File: config.mk
export PLATFORM = sky130hd
export DESIGN_NAME = uart_transmitter_flat
export DESIGN_NICKNAME = d
export VERILOG_FILES = /design/src/rtl/uart_pkg.sv /design/src/rtl/uart_transmitter_if.sv /design/src/rtl/uart_bit_timer.sv /design/src/rtl/uart_transmitter.sv /design/src/flat_wrapper.sv
export SDC_FILE = /design/constraint.sdc
export NUM_CORES = 1
export LEC_CHECK = 0
export ABC_AREA = 1
export BUFFER_PORTS_ARGS = -buffer_cell sky130_fd_sc_hd__buf_2
export CAP_MARGIN = 30
export CORE_MARGIN = 3
export CORE_UTILIZATION = 45
export DETAILED_ROUTE_END_ITERATION = 8
export PLACE_DENSITY = 0.68
export REMOVE_ABC_BUFFERS = 1
export SYNTH_ARGS = -nofsm -noshare
export SYNTH_HDL_FRONTEND = slang
export SYNTH_SLANG_ARGS = --single-unit
File: constraint.sdc
create_clock -name PCLK -period 2.2 [get_ports PCLK]
set_input_delay 0 -clock PCLK [delete_from_list [all_inputs] [get_ports PCLK]]
set_output_delay 0 -clock PCLK [all_outputs]
set_load 0.02 [all_outputs]
File: src/rtl/uart_pkg.sv
// Shared definitions for the UART transmitter and receiver on the peripheral bus.
package uart_pkg;

    // Serial line state machine, common to both directions.
    typedef enum logic [1:0] {
        IDLE      = 2'd0,
        START_BIT = 2'd1,
        DATA_BITS = 2'd2,
        STOP_BIT  = 2'd3
    } uart_state_e;

    // Address bit that routes an access to the transmitter (1) or the receiver (0).
    localparam int UART_TX_ADDR_BIT = 7;

    // Bit positions within the TX status word.
    localparam int STAT_BUSY      = 0;
    localparam int STAT_HOLD_FULL = 1;

    // Bus widths.
    localparam int DATA_W = 8;
    localparam int ADDR_W = 8;

endpackage

File: src/rtl/uart_transmitter_if.sv
// APB slave port of the UART, grouped so the CPU side and the UART side share one bundle.
interface uart_transmitter_if;
    import uart_pkg::*;

    logic              PSEL;
    logic              PENABLE;
    logic              PWRITE;
    logic [ADDR_W-1:0] PADDR;
    logic [DATA_W-1:0] PWDATA;
    logic [DATA_W-1:0] PRDATA;
    logic              PREADY;

    modport master (
        output PSEL, PENABLE, PWRITE, PADDR, PWDATA,
        input  PRDATA, PREADY
    );

    modport slave (
        input  PSEL, PENABLE, PWRITE, PADDR, PWDATA,
        output PRDATA, PREADY
    );

endinterface

File: src/rtl/uart_bit_timer.sv
// Divides the bus clock down to one serial bit period; bit_end_o marks the last
// clock of each bit. Shared by the transmitter and the receiver.
module uart_bit_timer #(
    parameter int CLKS_PER_BIT = 87
) (
    input  logic clk,
    input  logic rst_n,
    input  logic clear_i,
    input  logic enable_i,
    output logic bit_end_o
);

    localparam int               CNT_W = $clog2(CLKS_PER_BIT);
    localparam logic [CNT_W-1:0] LAST  = CNT_W'(CLKS_PER_BIT - 1);

    logic [CNT_W-1:0] cnt_q;
    logic [CNT_W-1:0] cnt_d;

    assign bit_end_o = enable_i && (cnt_q == LAST);

    // Next count: hold at zero while cleared, otherwise count and wrap on each bit end.
    // NOTE: every variable gets its default before any branch, so no path leaves it unassigned and no latch is inferred.
    always_comb begin
        cnt_d = cnt_q;
        if (clear_i) begin
            cnt_d = '0;
        end else if (enable_i) begin
            cnt_d = bit_end_o ? '0 : cnt_q + CNT_W'(1);
        end
    end

    // Count register.
    // NOTE: state is updated with <= so every flop samples pre-edge values regardless of block order.
    always_ff @(posedge clk or negedge rst_n) begin
        if (!rst_n) begin
            cnt_q <= '0;
        end else begin
            cnt_q <= cnt_d;
        end
    end

endmodule

File: src/rtl/uart_transmitter.sv
// APB-programmed 8N1 UART transmitter with a one-byte holding register in front of
// the shift register. Writes stall with PREADY=0 while the holding register is full.
module uart_transmitter
    import uart_pkg::*;
#(
    parameter int CLKS_PER_BIT = 87
) (
    input  logic                PCLK,
    input  logic                PRESETn,
    uart_transmitter_if.slave   apb,
    output logic                tx_serial,
    output logic                tx_busy,
    output logic                tx_done
);

    uart_state_e       state_q,     state_d;
    logic              hold_full_q, hold_full_d;
    logic [2:0]        bit_idx_q,   bit_idx_d;
    logic              tx_serial_q, tx_serial_d;
    logic [DATA_W-1:0] hold_data_q;
    logic [DATA_W-1:0] shift_q;

    logic              tx_access;
    logic              accept;
    logic              load;
    logic              bit_end;
    logic              addr_unused;

    // Bus decode: only PADDR[7]=1 belongs to the transmitter; the low address bits are don't-care.
    assign tx_access   = apb.PSEL && apb.PENABLE && apb.PADDR[UART_TX_ADDR_BIT];
    assign accept      = tx_access && apb.PWRITE && !hold_full_q;
    assign apb.PREADY  = !(tx_access && apb.PWRITE && hold_full_q);
    assign addr_unused = ^apb.PADDR[UART_TX_ADDR_BIT-1:0];

    assign tx_serial = tx_serial_q;
    assign tx_busy   = (state_q != IDLE);
    assign tx_done   = (state_q == STOP_BIT) && bit_end;

    uart_bit_timer #(
        .CLKS_PER_BIT (CLKS_PER_BIT)
    ) u_bit_timer (
        .clk       (PCLK),
        .rst_n     (PRESETn),
        .clear_i   (state_q == IDLE),
        .enable_i  (state_q != IDLE),
        .bit_end_o (bit_end)
    );

    // Status read: busy and hold_full during a TX read access phase, zero otherwise.
    always_comb begin
        apb.PRDATA = '0;
        if (tx_access && !apb.PWRITE) begin
            apb.PRDATA[STAT_BUSY]      = tx_busy;
            apb.PRDATA[STAT_HOLD_FULL] = hold_full_q;
        end
    end

    // Frame sequencing; the line level is computed for the next state so tx_serial stays registered.
    always_comb begin
        state_d     = state_q;
        bit_idx_d   = bit_idx_q;
        tx_serial_d = tx_serial_q;
        load        = 1'b0;
        case (state_q)
            IDLE: begin
                tx_serial_d = 1'b1;
                if (hold_full_q) begin
                    load        = 1'b1;
                    state_d     = START_BIT;
                    tx_serial_d = 1'b0;
                end
            end
            START_BIT: begin
                if (bit_end) begin
                    state_d     = DATA_BITS;
                    bit_idx_d   = 3'd0;
                    tx_serial_d = shift_q[0];
                end
            end
            DATA_BITS: begin
                if (bit_end) begin
                    if (bit_idx_q == 3'd7) begin
                        state_d     = STOP_BIT;
                        tx_serial_d = 1'b1;
                    end else begin
                        bit_idx_d   = bit_idx_q + 3'd1;
                        tx_serial_d = shift_q[bit_idx_d];
                    end
                end
            end
            STOP_BIT: begin
                if (bit_end) begin
                    if (hold_full_q) begin
                        // Pending byte: start the next frame without an idle gap.
                        load        = 1'b1;
                        state_d     = START_BIT;
                        tx_serial_d = 1'b0;
                    end else begin
                        state_d     = IDLE;
                        tx_serial_d = 1'b1;
                    end
                end
            end
            default: begin
                state_d     = IDLE;
                tx_serial_d = 1'b1;
            end
        endcase
    end

    // Holding register occupancy: a load and an accept are mutually exclusive on hold_full_q.
    always_comb begin
        hold_full_d = hold_full_q;
        if (load) begin
            hold_full_d = 1'b0;
        end else if (accept) begin
            hold_full_d = 1'b1;
        end
    end

    // Control state; reset aborts any frame and drives the line idle immediately.
    always_ff @(posedge PCLK or negedge PRESETn) begin
        if (!PRESETn) begin
            state_q     <= IDLE;
            hold_full_q <= 1'b0;
            bit_idx_q   <= 3'd0;
            tx_serial_q <= 1'b1;
        end else begin
            state_q     <= state_d;
            hold_full_q <= hold_full_d;
            bit_idx_q   <= bit_idx_d;
            tx_serial_q <= tx_serial_d;
        end
    end

    // Byte payload: holding register captures the bus, shift register takes it at frame start.
    // NOTE: data-path registers have no reset; hold_full_q and state_q decide when their contents matter.
    always_ff @(posedge PCLK) begin
        if (accept) begin
            hold_data_q <= apb.PWDATA;
        end
        if (load) begin
            shift_q <= hold_data_q;
        end
    end

endmodule
File: src/flat_wrapper.sv
// flat-port wrapper written by rule: the top's interface ports become plain ports
module uart_transmitter_flat import uart_pkg::*;
#(
    parameter int CLKS_PER_BIT = 87
)
  (PCLK, PRESETn, tx_serial, tx_busy, tx_done, apb_PSEL, apb_PENABLE, apb_PWRITE, apb_PADDR, apb_PWDATA, apb_PRDATA, apb_PREADY);
  uart_transmitter_if apb_i ();
  input  logic PCLK;
  input  logic PRESETn;
  output logic tx_serial;
  output logic tx_busy;
  output logic tx_done;
  input wire logic [$bits(apb_i.PSEL)-1:0] apb_PSEL;
  input wire logic [$bits(apb_i.PENABLE)-1:0] apb_PENABLE;
  input wire logic [$bits(apb_i.PWRITE)-1:0] apb_PWRITE;
  input wire logic [$bits(apb_i.PADDR)-1:0] apb_PADDR;
  input wire logic [$bits(apb_i.PWDATA)-1:0] apb_PWDATA;
  output wire logic [$bits(apb_i.PRDATA)-1:0] apb_PRDATA;
  output wire logic [$bits(apb_i.PREADY)-1:0] apb_PREADY;
  assign apb_i.PSEL = apb_PSEL;
  assign apb_i.PENABLE = apb_PENABLE;
  assign apb_i.PWRITE = apb_PWRITE;
  assign apb_i.PADDR = apb_PADDR;
  assign apb_i.PWDATA = apb_PWDATA;
  assign apb_PRDATA = apb_i.PRDATA;
  assign apb_PREADY = apb_i.PREADY;
  uart_transmitter #(.CLKS_PER_BIT(CLKS_PER_BIT)) u_core (.PCLK(PCLK), .PRESETn(PRESETn), .apb(apb_i), .tx_serial(tx_serial), .tx_busy(tx_busy), .tx_done(tx_done));
endmodule
## Word level (Yosys, flattened, before mapping)

Index checks and enable logic that the tools add are counted.

- Logic and storage cells: 68
- Output and inout bits: 12
- Register bits: 30
- Input bits: 21

- Equal/unequal tests: 11
- Magnitude comparators: 1
- $add $sub $neg: 2
- Reduce and logical (&&, ||, !) cells: 19
- Muxes and demuxes: 28

Operators by type and width:

| kind | number |
|---|---|
| $mux 7 | 3 |
| $mux 2 | 6 |
| $mux 1 | 11 |
| $ne 2x1->1 const B | 5 |
| $mux 3 | 3 |
| $logic_and 1x1->1 | 8 |
| $pmux 2 s4 | 1 |
| $reduce_bool 2->1 | 4 |
| $add 7x1->7 const B | 1 |
| $eq 7x7->1 const B | 1 |
| $pmux 3 s2 | 1 |
| $reduce_and 5->1 | 1 |
| $eq 2x2->1 const B | 2 |
| $lt 3x4->1 const B | 1 |
| $pmux 1 s4 | 1 |
| $reduce_and 4->1 | 1 |
| $add 3x1->3 const B | 1 |
| $bmux 1 s3 | 1 |
| $eq 3x3->1 const B | 1 |
| $logic_not 1->1 | 3 |
| $reduce_and 3->1 | 1 |
| $eq 2x1->1 const B | 1 |
| $logic_not 2->1 | 1 |
| $ne 2x2->1 const B | 1 |
| $pmux 1 s2 | 1 |

## Logic depth before layout (Yosys ltp)

Gate-level depths: netlist (run 1).

- Depth in word-level cells: 6
- Mapped depth: 10

## Cells and area by module

Synthesis (run 1) repeated with hierarchy kept, for this count alone.

- Cells, all modules: 178
- Area total of the unflattened synthesis: 1572.8 µm²

By module, submodules not included:

| module | times used | cells an instance | seq. area each (µm²) | area each (µm²) |
|---|---|---|---|---|
| uart_transmitter | 1 | 111 | 656.9 | 1119.8 |
| uart_bit_timer | 1 | 67 | 175.2 | 452.9 |

## Worst setup path before layout (run 1)

OpenSTA, ideal clock, no wires.

- Kind: register -> register
- From: reg u_core.state_q[0]
- To: reg u_core.shift_q[0], enable pin
- Arrival: 1707 ps
- Period minus slack after synthesis: 2077 ps
- Setup slack: 123 ps
- Cell stages (with the launch flop): 10
- Cells stage by stage: dfrtp_1 -> inv_1 -> ha_1 -> inv_4 -> nand4_2 -> nor2_4 -> inv_4 -> o21ai_2 -> nand2_1 -> nor2_1

- Longest elaborated chain between the ends: 4
- Elaborated cells on any way between the ends: 6

Ends and longest elaborated chain:

| what | RTL line | source |
|---|---|---|
| from (decl) | uart_transmitter.sv:16 | `uart_state_e state_q, state_d;` |
| from (signal assigned) | uart_transmitter.sv:129 | `state_q <= state_d;` |
| $reduce_bool 2->1 | -- |  |
| via tx_busy | flat_wrapper.sv:11 | `output logic tx_busy;` |
| $logic_and 1x1->1 | uart_bit_timer.sv:19 | `assign bit_end_o = enable_i && (cnt_q == LAST);` |
| $mux 1 | uart_transmitter.sv:92 | `if (bit_end) begin` |
| $pmux 1 s2 | uart_transmitter.sv:64 | `case (state_q)` |
| via u_core.load | uart_transmitter.sv:25 | `logic load;` |
| to (signal assigned) | uart_transmitter.sv:143 | `shift_q <= hold_data_q;` |
| to (decl) | uart_transmitter.sv:21 | `logic [DATA_W-1:0] shift_q;` |

The timed path passes the listed nets, and every way through them passes these cells.
A chain may end at the register's enable or synchronous reset.

## Final worst setup path (run 1)

- From: reg u_core.state_q[0]
- To: reg u_core.shift_q[4], enable pin

- Longest elaborated chain between the ends: 4
- Elaborated cells on any way between the ends: 6

Ends and longest elaborated chain:

| what | RTL line | source |
|---|---|---|
| $reduce_bool 2->1 | uart_transmitter.sv:45 | `.enable_i (state_q != IDLE),` |
| $logic_and 1x1->1 | uart_bit_timer.sv:19 |  |
| $mux 1 | uart_transmitter.sv:92 |  |
| $pmux 1 s2 * | uart_transmitter.sv:64 |  |
| via u_core.load | uart_transmitter.sv:25 |  |

The timed path passes the listed nets; every way through them passes the cells marked *.

==> reports/metrics.cfg, run 1 <==
[status]
status = finished, final reports clean

[detailed_routing]
drt_iter0_markers = 31
drc = 0
drt_wl_total_mm = 2.53
vias_per_cell = 4.58
num_vias = 1049
avgRoutedWirePerCell_um = 11.1
ant_nets = 0
firstDrtPassIters = 4

[global_routing]
grt_pass1_wl_mm = 4.57
antenna_found_initial = 0
grt_pass1_vias = 1062
grt_usage = 0.149
overflow = 0
grt_max_degree = 15

[timing]
worst_pin_slew_ns = 0.636
slew_headroom = 0.575
rsz0062_at_grt = no
fin_ws_ns = 0.219
fmax_mhz = 505
setup_viol = 0
maxSlewViolCount = 0
timing.final.crit_share = 0.901
clock_skew_ns = 0.00855
fin_crit_ns = 1.98
holdWs_ns = 0.0158
final.setup.tns_ns = 0
hold_viol_final = 0

[placement]
place_area_um2 = 1630
dpl.hpwl_mm = 1.86
dp_cells = 212
pre_cts_slack_ns = 0.230
portBuffers = 19
gp_congestion = 0.802

[layout]
stdcell_area_um2 = 1820
utilization = 0.586
antenna_cells = 0
fin_cells = 229
final_nets = 214
drive_gt1_frac = 0.211
area_delta_synth_final_pct = 21.6

[floorplanning]
coreArea_um2 = 3100
rows = 20
die_y_um = 63.7
dieArea_um2 = 4050
io_pins = 33
die_w_um = 63.7
initial_core_util = 0.482

[clocking]
cts-root-buf = clkbuf_4
cts_setup_buffers = 0
htreeDepth = 2
clk_pin_slew_worst_paths_ns = 0.09
insertion_delay_ns = 0.33
cts_tree = done
clock-sinks = 30
cts_buffer_depth = 2
cts_buffers = 5

[flow_run]
cap_violations = 0

[yosys]
synth_area_um2 = 1500
yosysWarnings = 0
synth_compound_area_frac = 0.0610
synth.avg_cell_area_um2 = 10.0
ys_types = 31
synth.area.mux_share = 0
synth-xor-area-share = 0.0117
synth-seq-cells = 30
yosys.area_share.simple = 0.200
synth_top_family_by_area = simple AND/OR/NAND/NOR gates
syn_inst = 149
synthAdderAreaFrac = 0.0753
yosysSeqAreaShare = 0.556

[hold_path]
hold_path_class = in2reg

[pwr]
power_density_nw_per_um2 = 648
ir_drop_mv = 0.475
p_leak_nw = 0.879
p_total_mw = 1.18

[setup_path]
critPathRequiredTime_ns = 2.25
arrival_ns = 2.03
path_max_fanout = 8
start_kind = register
worstSetupPathType = reg2reg
end_kind = register

what timing repair did:
item / in CTS / in global routing
hold buffers: 9 / 0
hold endpoints to repair: 22 / 0
gates resized for setup: 0 / 0
cell type report:
cell class                 instances  area, µm²
fill                             281       1280
sequential                        30        832
multi-input combinational         94        543
timing repair buffer              29        193
inverter                          24       95.1
clock inverter                     3       63.8
tap                               44       55.1
clock buffer                       5       37.5
worst max-delay path, cell delays in order, from the launching register on:
cell	delay, ns
dfrtp_1	0.43
inv_1	0.11
ha_1	0.27
inv_4	0.11
nand4_2	0.10
nor2_4	0.14
inv_4	0.07
o21ai_2	0.13
nand2_1	0.06
nor2_1	0.09
buf_4	0.17
synth_stat cells, drive strengths merged:
| library cell | n | share of area |
|---|---|---|
| nand2 | 31 | 0.084 |
| inv | 24 | 0.064 |
| edfxtp | 16 | 0.32 |
| nor2 | 16 | 0.047 |
| dfrtp | 13 | 0.22 |
| ha | 9 | 0.075 |
| nand3 | 9 | 0.030 |
| o21ai | 7 | 0.026 |
| buf | 6 | 0.030 |
| a21oi | 3 | 0.010 |
| nand4 | 3 | 0.017 |
| nor3b | 2 | 0.010 |
| a22oi | 1 | 0.0050 |
| a311oi | 1 | 0.0059 |
| and3 | 1 | 0.0042 |
| conb | 1 | 0.0025 |
| dfstp | 1 | 0.018 |
| nor3 | 1 | 0.0033 |
| o211ai | 1 | 0.014 |
| or2 | 1 | 0.0042 |
| xnor2 | 1 | 0.0059 |
| xor2 | 1 | 0.0059 |
sequential cells by signal, indices dropped and copies added (netlist names):
| signal | cells |
|---|---|
| u_core.hold_data_q | 8 |
| u_core.hold_full_q | 1 |
| u_core.u_bit_timer.cnt_q | 7 |
| u_core.shift_q | 8 |
| u_core.bit_idx_q | 3 |
| u_core.state_q | 2 |
| u_core.tx_serial | 1 |
cells in the final DEF, fill, tap and decap left out, drive strengths merged:
master and instances:
nand2 31, inv 24, buf 20, edfxtp 16, nor2 16, dfrtp 13, nand3 9, ha 9
dlygate4sd3 9, o21ai 7, conb 6, clkbuf 5, a21oi 3, nand4 3, nor3b 2, bufinv 2
xor2 1, xnor2 1, or2 1, and3 1, nor3 1, a311oi 1, o211ai 1, a22oi 1
clkinv 1, dfstp 1
report_power, final:
| group | leakage (nW) | switching (mW) | internal [mW] |
|---|---|---|---|
| clock network | 0.0528 | 0.189 | 0.350 |
| registers | 0.316 | 0.00209 | 0.591 |
| logic | 0.510 | 0.0252 | 0.0212 |
final timing paths:
| kind | startpoint | end | slack, ns | cells after the start |
|---|---|---|---|---|
| min reg2reg | u_core.hold_data_q[5]$_DFFE_PP_ | u_core.shift_q[5]$_DFFE_PP_ | 0.42 | 0 |
| max reg2reg | u_core.state_q[0]$_DFFE_PN0P_ | u_core.shift_q[4]$_DFFE_PP_ | 0.22 | 10 |
| min | apb_PENABLE | u_core.hold_full_q$_DFFE_PN0P_ | 0.02 | 3 |
| max | u_core.state_q[0]$_DFFE_PN0P_ | u_core.shift_q[4]$_DFFE_PP_ | 0.22 | 10 |
| min in group asynchronous | PRESETn | u_core.bit_idx_q[1]$_DFFE_PN0P_ | 0.08 | 2 |
| max in group asynchronous | PRESETn | u_core.tx_serial$_DFFE_PN1P_ | 1.82 | 2 |
per-layer routing:
| metal | up-vias | track usage | share of wire |
|---|---|---|---|
| met5 | - | 0 | 0 |
| met4 | 0 | 0.0728 | 0.022 |
| met2 | 26 | 0.237 | 0.48 |
| li1 | 542 | - | - |
| met1 | 474 | 0.178 | 0.44 |
| met3 | 7 | 0.0535 | 0.053 |
kinds of logic (layout without fill, tap and decap cells):
group,Yosys count,after routing
fa+ha+maj,9,9
flops,30,30
other cells,1,6
buf+inv,30,61
xor+xnor,2,2
simple gates,64,64
compound gates,13,13
No activity file was read; power rests on OpenSTA's default activity.
==> run 2, diff against run 1 <==
--- a/config.mk
+++ b/config.mk
@@ -6,12 +6,10 @@
 export NUM_CORES = 1
 export LEC_CHECK = 0
 export ABC_AREA = 1
-export BUFFER_PORTS_ARGS = -buffer_cell sky130_fd_sc_hd__buf_2
+export BUFFER_PORTS_ARGS = -buffer_cell sky130_fd_sc_hd__clkbuf_2
 export CAP_MARGIN = 30
-export CORE_MARGIN = 3
-export CORE_UTILIZATION = 45
+export CORE_UTILIZATION = 25
 export DETAILED_ROUTE_END_ITERATION = 8
-export PLACE_DENSITY = 0.68
 export REMOVE_ABC_BUFFERS = 1
 export SYNTH_ARGS = -nofsm -noshare
 export SYNTH_HDL_FRONTEND = slang
==> reports/metrics.cfg, run 2 (synthesis results as in run 1) <==
[clocking]
cts-root-buf = clkbuf_8
cts_tree = done
htreeDepth = 2  ; unchanged
cts_setup_buffers = 0  ; unchanged
clk_pin_slew_worst_paths_ns = 0.06  ; -0.03 ns
clock-sinks = 30  ; unchanged
cts_buffer_depth = 2  ; unchanged
cts_buffers = 5  ; unchanged
insertion_delay_ns = 0.28  ; -0.05 ns

[layout]
final_cell_mix = 29 x nand2_1, 21 x inv_1, 19 x clkbuf_2
reg.largest.list = u_core.hold_data_q (8), u_core.shift_q (8), u_core.u_bit_timer.cnt_q (7)
layout_commonest_cell = nand2_1
antenna_cells = 0  ; unchanged
area_delta_synth_final_pct = 23.1
drive_gt1_frac = 0.222  ; +0.0108
final_nets = 214  ; unchanged

[global_routing]
grt_pass1_wl_mm = 4.45  ; -2.6%
grt_max_degree = 15  ; unchanged
grt_usage = 0.0925  ; -0.0568
grt_pass1_vias = 1093  ; +2.9%
antenna_found_initial = 0  ; unchanged
overflow = 0  ; unchanged

[setup_path]
crit_chain = inv_1, ha_2, inv_4, nand4_2, nor2_4, inv_4, o21ai_2, nand2_1, nor2_1, buf_4
critPathSlowestCell = dfrtp_2
end_kind = register
critPathRequiredTime_ns = 2.19  ; -0.06 ns
path_common_cell = inv_4
slowest_delay_ns = 0.41  ; -0.02 ns
r2r_start = u_core.state_q[0]$_DFFE_PN0P_
reg2reg_depth = 10  ; unchanged
cpLargestDelayFamily = buffers and inverters
worstSetupPathType = reg2reg
start_kind = register
crit_buf_inv = 4  ; unchanged
r2r_setup_slack_ns = 0.28  ; +0.06 ns
arrival_ns = 1.91  ; -0.12 ns
path_max_fanout = 8  ; unchanged
reg2reg_to = u_core.shift_q[0]$_DFFE_PP_
cp_num_cells = 10  ; unchanged

[detailed_routing]
drc = 0  ; unchanged
firstDrtPassIters = 4  ; unchanged
drt_iter0_markers = 36  ; +16%
num_vias = 1054  ; +0.48%
ant_nets = 0  ; unchanged
drt_wl_total_mm = 2.37  ; -6.6%
wl_met2_mm = 1.16  ; -5.3%
wl_met3_um = 105  ; -22%
avgRoutedWirePerCell_um = 9.20  ; -17%
wl_met1_mm = 1.04  ; -7.0%
vias_per_cell = 4.10  ; -10%
maxUsedRoutingLayer = met4

[status]
status = finished, final reports clean

[floorplanning]
die_y_um = 79.4  ; +25%
initial_core_util = 0.265  ; -0.217
coreArea_um2 = 5640  ; +82%
dieArea_um2 = 6300  ; +55%
die_w_um = 79.4  ; +25%
rows = 27  ; +35%
io_pins = 33  ; unchanged

[timing]
slew_headroom = 0.612  ; +0.0373
maxSlewViolCount = 0  ; unchanged
fin_crit_ns = 1.92  ; -0.0633 ns
final.setup.tns_ns = 0  ; unchanged
fin_ws_ns = 0.282  ; +0.0633 ns
hold_viol_final = 0  ; unchanged
rsz0062_at_grt = no
timing.final.crit_share = 0.872  ; -0.0288
fmax_mhz = 521  ; +3.3%
worst_pin_slew_ns = 0.580  ; -0.0557 ns
clock_skew_ns = 0.00420  ; -0.00435 ns
setup_viol = 0  ; unchanged

[placement]
pre_cts_slack_ns = 0.158  ; -0.0720 ns
gp_congestion = 0.789  ; -1.5%
portBuffers = 19  ; unchanged
dpl.hpwl_mm = 1.76  ; -5.7%

[hold_path]
holdPathEnd = u_core.hold_full_q$_DFFE_PN0P_
hold_depth = 3  ; unchanged
hold_path_class = in2reg
hold_start = apb_PENABLE

[pwr]
power_density_nw_per_um2 = 578  ; -11%
ir_drop_mv = 0.472  ; -0.73%
p_leak_nw = 0.868  ; -1.2%

[flow_run]
cap_violations = 0  ; unchanged

run 2: worst max-delay path by stage:
stage,startpoint,end
after floorplan,u_core.state_q[0]$_DFFE_PN0P_,u_core.shift_q[0]$_DFFE_PP_
after global placement,u_core.state_q[0]$_DFFE_PN0P_,u_core.shift_q[5]$_DFFE_PP_
after detailed placement,u_core.state_q[0]$_DFFE_PN0P_,u_core.shift_q[3]$_DFFE_PP_
after CTS,u_core.state_q[0]$_DFFE_PN0P_,u_core.shift_q[0]$_DFFE_PP_
after global routing,u_core.state_q[0]$_DFFE_PN0P_,u_core.shift_q[0]$_DFFE_PP_
final,u_core.state_q[0]$_DFFE_PN0P_,u_core.shift_q[0]$_DFFE_PP_
run 2: layer usage:
layer,global-route usage,vias up
met4,0.0582,0
met2,0.163,28
li1,-,541
met1,0.0946,477
met5,0,-
met3,0.0287,8
run 2: what timing repair did:
| item | in CTS | in global routing |
|---|---|---|
| hold buffers | 9 | 0 |
| gates resized for setup | 0 | 2 |
| endpoints found under the hold margin | 22 | 0 |
| endpoints found under the setup margin | 0 | 8 |
run 2: cell type report:
type	count	area, µm²
clock buffers	5	68.8
clock inverters	3	16.3
fillers	564	3800
inverters	24	95.1
multi-input cells	94	546
flip-flops and latches	30	833
well taps	72	90.1
repair buffers	29	193
run 2: worst reg2reg max path: stages, from the launching register on:
cell     delay, ns
dfrtp_2       0.41
inv_1         0.09
ha_2          0.23
inv_4         0.10
nand4_2       0.11
nor2_4        0.15
inv_4         0.07
o21ai_2       0.15
nand2_1       0.06
nor2_1        0.09
buf_4         0.17
run 2: per-stage QoR:
stage               power [mW]   util  cells  hold slack (ns)  area, µm²
detailed placement       0.639  0.295    240          -0.0584       1660
floorplan                0.620      -    148           -0.296       1470
finish                    1.06  0.326    257           0.0420       1840
global route              1.11  0.326    257           0.0792       1840
CTS                       1.09  0.326    257           0.0332       1840
global placement         0.639  0.295    240          -0.0591       1660
run 2: power by group:
part | total, mW | switching [mW] | leakage, nW | internal (mW)
combinational | 0.0459 | 0.0248 | 0.511 | 0.0211
clock | 0.424 | 0.208 | 0.0416 | 0.216
sequential | 0.594 | 0.00227 | 0.315 | 0.592
==> run 3, diff against run 2 <==
--- a/config.mk
+++ b/config.mk
@@ -6,10 +6,13 @@
 export NUM_CORES = 1
 export LEC_CHECK = 0
 export ABC_AREA = 1
-export BUFFER_PORTS_ARGS = -buffer_cell sky130_fd_sc_hd__clkbuf_2
+export BUFFER_PORTS_ARGS = -buffer_cell sky130_fd_sc_hd__buf_2
 export CAP_MARGIN = 30
+export CELL_PAD_IN_SITES_DETAIL_PLACEMENT = 0
+export CELL_PAD_IN_SITES_GLOBAL_PLACEMENT = 1
 export CORE_UTILIZATION = 25
 export DETAILED_ROUTE_END_ITERATION = 8
+export PLACE_DENSITY_LB_ADDON = 0.1
 export REMOVE_ABC_BUFFERS = 1
 export SYNTH_ARGS = -nofsm -noshare
 export SYNTH_HDL_FRONTEND = slang
==> reports/metrics.cfg, run 3 (synthesis results as in run 1) <==
[floorplanning]
die_y_um = 79.4  ; unchanged
initial_core_util = 0.265  ; unchanged
coreArea_um2 = 5640  ; unchanged
die_w_um = 79.4  ; unchanged
dieArea_um2 = 6300  ; unchanged
io_pins = 33  ; unchanged
rows = 27  ; unchanged

[timing]
setup_viol = 0  ; unchanged
worst_pin_slew_ns = 0.671  ; +0.0911 ns
maxSlewViolCount = 0  ; unchanged
clock_skew_ns = 0.00481  ; +0.000616 ns
hold_viol_final = 0  ; unchanged
rsz0062_at_grt = no
final.setup.tns_ns = 0  ; unchanged
fmax_mhz = 492  ; -5.7%
timing.final.crit_share = 0.924  ; +0.0523
fin_ws_ns = 0.167  ; -0.115 ns
slew_headroom = 0.551  ; -0.0609
fin_crit_ns = 2.03  ; +0.115 ns

[detailed_routing]
avgRoutedWirePerCell_um = 10.7  ; +16%
firstDrtPassIters = 2  ; -2
drc = 0  ; unchanged
ant_nets = 0  ; unchanged
vias_per_cell = 4.03  ; -1.8%
drt_wl_total_mm = 2.74  ; +16%
num_vias = 1035  ; -1.8%
drt_iter0_markers = 31  ; -14%

[setup_path]
reg2reg_depth = 10  ; unchanged
critPathSlowestCell = dfrtp_1
cpLargestDelayFamily = buffers and inverters
crit_chain = inv_1, ha_1, inv_4, nand4_2, nor2_4, inv_4, o21ai_2, nand2_1, nor2_1, buf_4
worstSetupPathType = reg2reg
slowest_delay_ns = 0.44  ; +0.03 ns
path_max_fanout = 8  ; unchanged
critPathRequiredTime_ns = 2.18  ; about the same
start_kind = register
arrival_ns = 2.02  ; +0.11 ns
path_common_cell = inv_4
cp_num_cells = 10  ; unchanged
crit_buf_inv = 4  ; unchanged
end_kind = register

[status]
status = finished, final reports clean

[hold_path]
hold_depth = 3  ; unchanged
hold_path_class = in2reg

[global_routing]
grt_pass1_wl_mm = 5.02  ; +13%
grt_max_degree = 15  ; unchanged
overflow = 0  ; unchanged
grt_usage = 0.105  ; +0.0124
grt_pass1_vias = 1078  ; -1.4%
antenna_found_initial = 0  ; unchanged

[layout]
layout_commonest_cell = nand2_1
multi_input_area_um2 = 543  ; -0.46%
reg.largest.list = u_core.hold_data_q (8), u_core.shift_q (8), u_core.u_bit_timer.cnt_q (7)
fillers = 595  ; +5.5%
seqCellArea_um2 = 832  ; -0.15%
final_nets = 214  ; unchanged
area_delta_synth_final_pct = 22.6
antenna_cells = 0  ; unchanged
drive_gt1_frac = 0.205  ; -0.0162
stdcell_area_um2 = 1830  ; -0.41%
final_cell_mix = 29 x nand2_1, 21 x inv_1, 19 x buf_2
utilization = 0.325  ; -0.00133

[clocking]
clk_pin_slew_worst_paths_ns = 0.06  ; about the same
htreeDepth = 2  ; unchanged
cts_resized = 0  ; unchanged
cts_buffers = 5  ; unchanged
insertion_delay_ns = 0.27  ; about the same
clock-sinks = 30  ; unchanged
cts_setup_buffers = 0  ; unchanged
cts_buffer_depth = 2  ; unchanged
cts_tree = done
cts-root-buf = clkbuf_8

[placement]
pre_cts_slack_ns = 0.155  ; -0.00283 ns
place_area_um2 = 1660  ; unchanged
portBuffers = 19  ; unchanged
gp_congestion = 0.703  ; -11%
dpl.hpwl_mm = 2.15  ; +22%

[pwr]
swShare = 0.210  ; -0.0109
p_switching_mw = 0.221  ; -6.1%
sequentialPowerShare = 0.566  ; +0.007
power_frac_clock = 0.391  ; -0.007
p_total_mw = 1.05  ; -1.3%
intPower_mw = 0.830  ; +0.13%
power_density_nw_per_um2 = 573  ; -0.85%
p_leak_nw = 0.869  ; about the same
p_comb_frac = 0.044  ; about the same
ir_drop_mv = 0.279  ; -41%

[flow_run]
cap_violations = 0  ; unchanged

run 3: final timing paths:
kind	startpoint	to	slack (ns)
worst max-delay path	u_core.state_q[0]$_DFFE_PN0P_	u_core.shift_q[4]$_DFFE_PP_	0.17
worst min-delay path	apb_PENABLE	u_core.hold_full_q$_DFFE_PN0P_	0.08
worst max register to register	u_core.state_q[0]$_DFFE_PN0P_	u_core.shift_q[4]$_DFFE_PP_	0.17
worst min register to register	u_core.hold_data_q[3]$_DFFE_PP_	u_core.shift_q[3]$_DFFE_PP_	0.42
max in group asynchronous	PRESETn	u_core.tx_serial$_DFFE_PN1P_	1.74
min in group asynchronous	PRESETn	u_core.bit_idx_q[1]$_DFFE_PN0P_	0.16
run 3: cell type report:
cell class,count,area share
well taps,72,0.0491
flip-flops and latches,30,0.454
repair buffers,29,0.105
clock buffers,6,0.0396
inverters,24,0.0518
multi-input cells,94,0.296
clock inverters,2,0.00477
run 3: power by group through the flow:
stage	Clock (mW)	Sequential [mW]	Combinational, mW
6_report	0.410	0.594	0.0457
5_1_grt	0.452	0.594	0.0512
4_1_cts	0.433	0.594	0.0473
3_5_place_dp	0	0.605	0.0348
3_3_place_gp	0	0.606	0.0335
2_1_floorplan	0	0.605	0.0147
run 3: layer usage:
metal	vias up	wire, µm	global-route usage
met5	-	0	0
met1	472	1420	0.139
met3	5	99	0.0310
met2	22	1170	0.155
li1	536	-	-
met4	0	57	0.0491
run 3: metrics by stage:
step           hold WS, ns  instances
3_5_place_dp       -0.0606        240
6_report            0.0781        257
5_1_grt             0.0999        257
2_1_floorplan       -0.296        148
3_3_place_gp       -0.0710        240
4_1_cts             0.0737        257
run 3: worst reg2reg max path, delay by kind of cell, from the launching register on:
| family | cells | cell delay (ns) |
|---|---|---|
| adder cells (fa/ha/maj) | 1 | 0.29 |
| AND/OR/NAND/NOR | 4 | 0.39 |
| AO/OA/AOI/OAI | 1 | 0.14 |
| buffers and inverters | 4 | 0.47 |
| flip-flops | 1 | 0.44 |
run 3: what timing repair did:
item	4_1_cts	5_1_grt
hold buffers	9	0
hold endpoints to repair	22	0
setup endpoints to repair	0	0
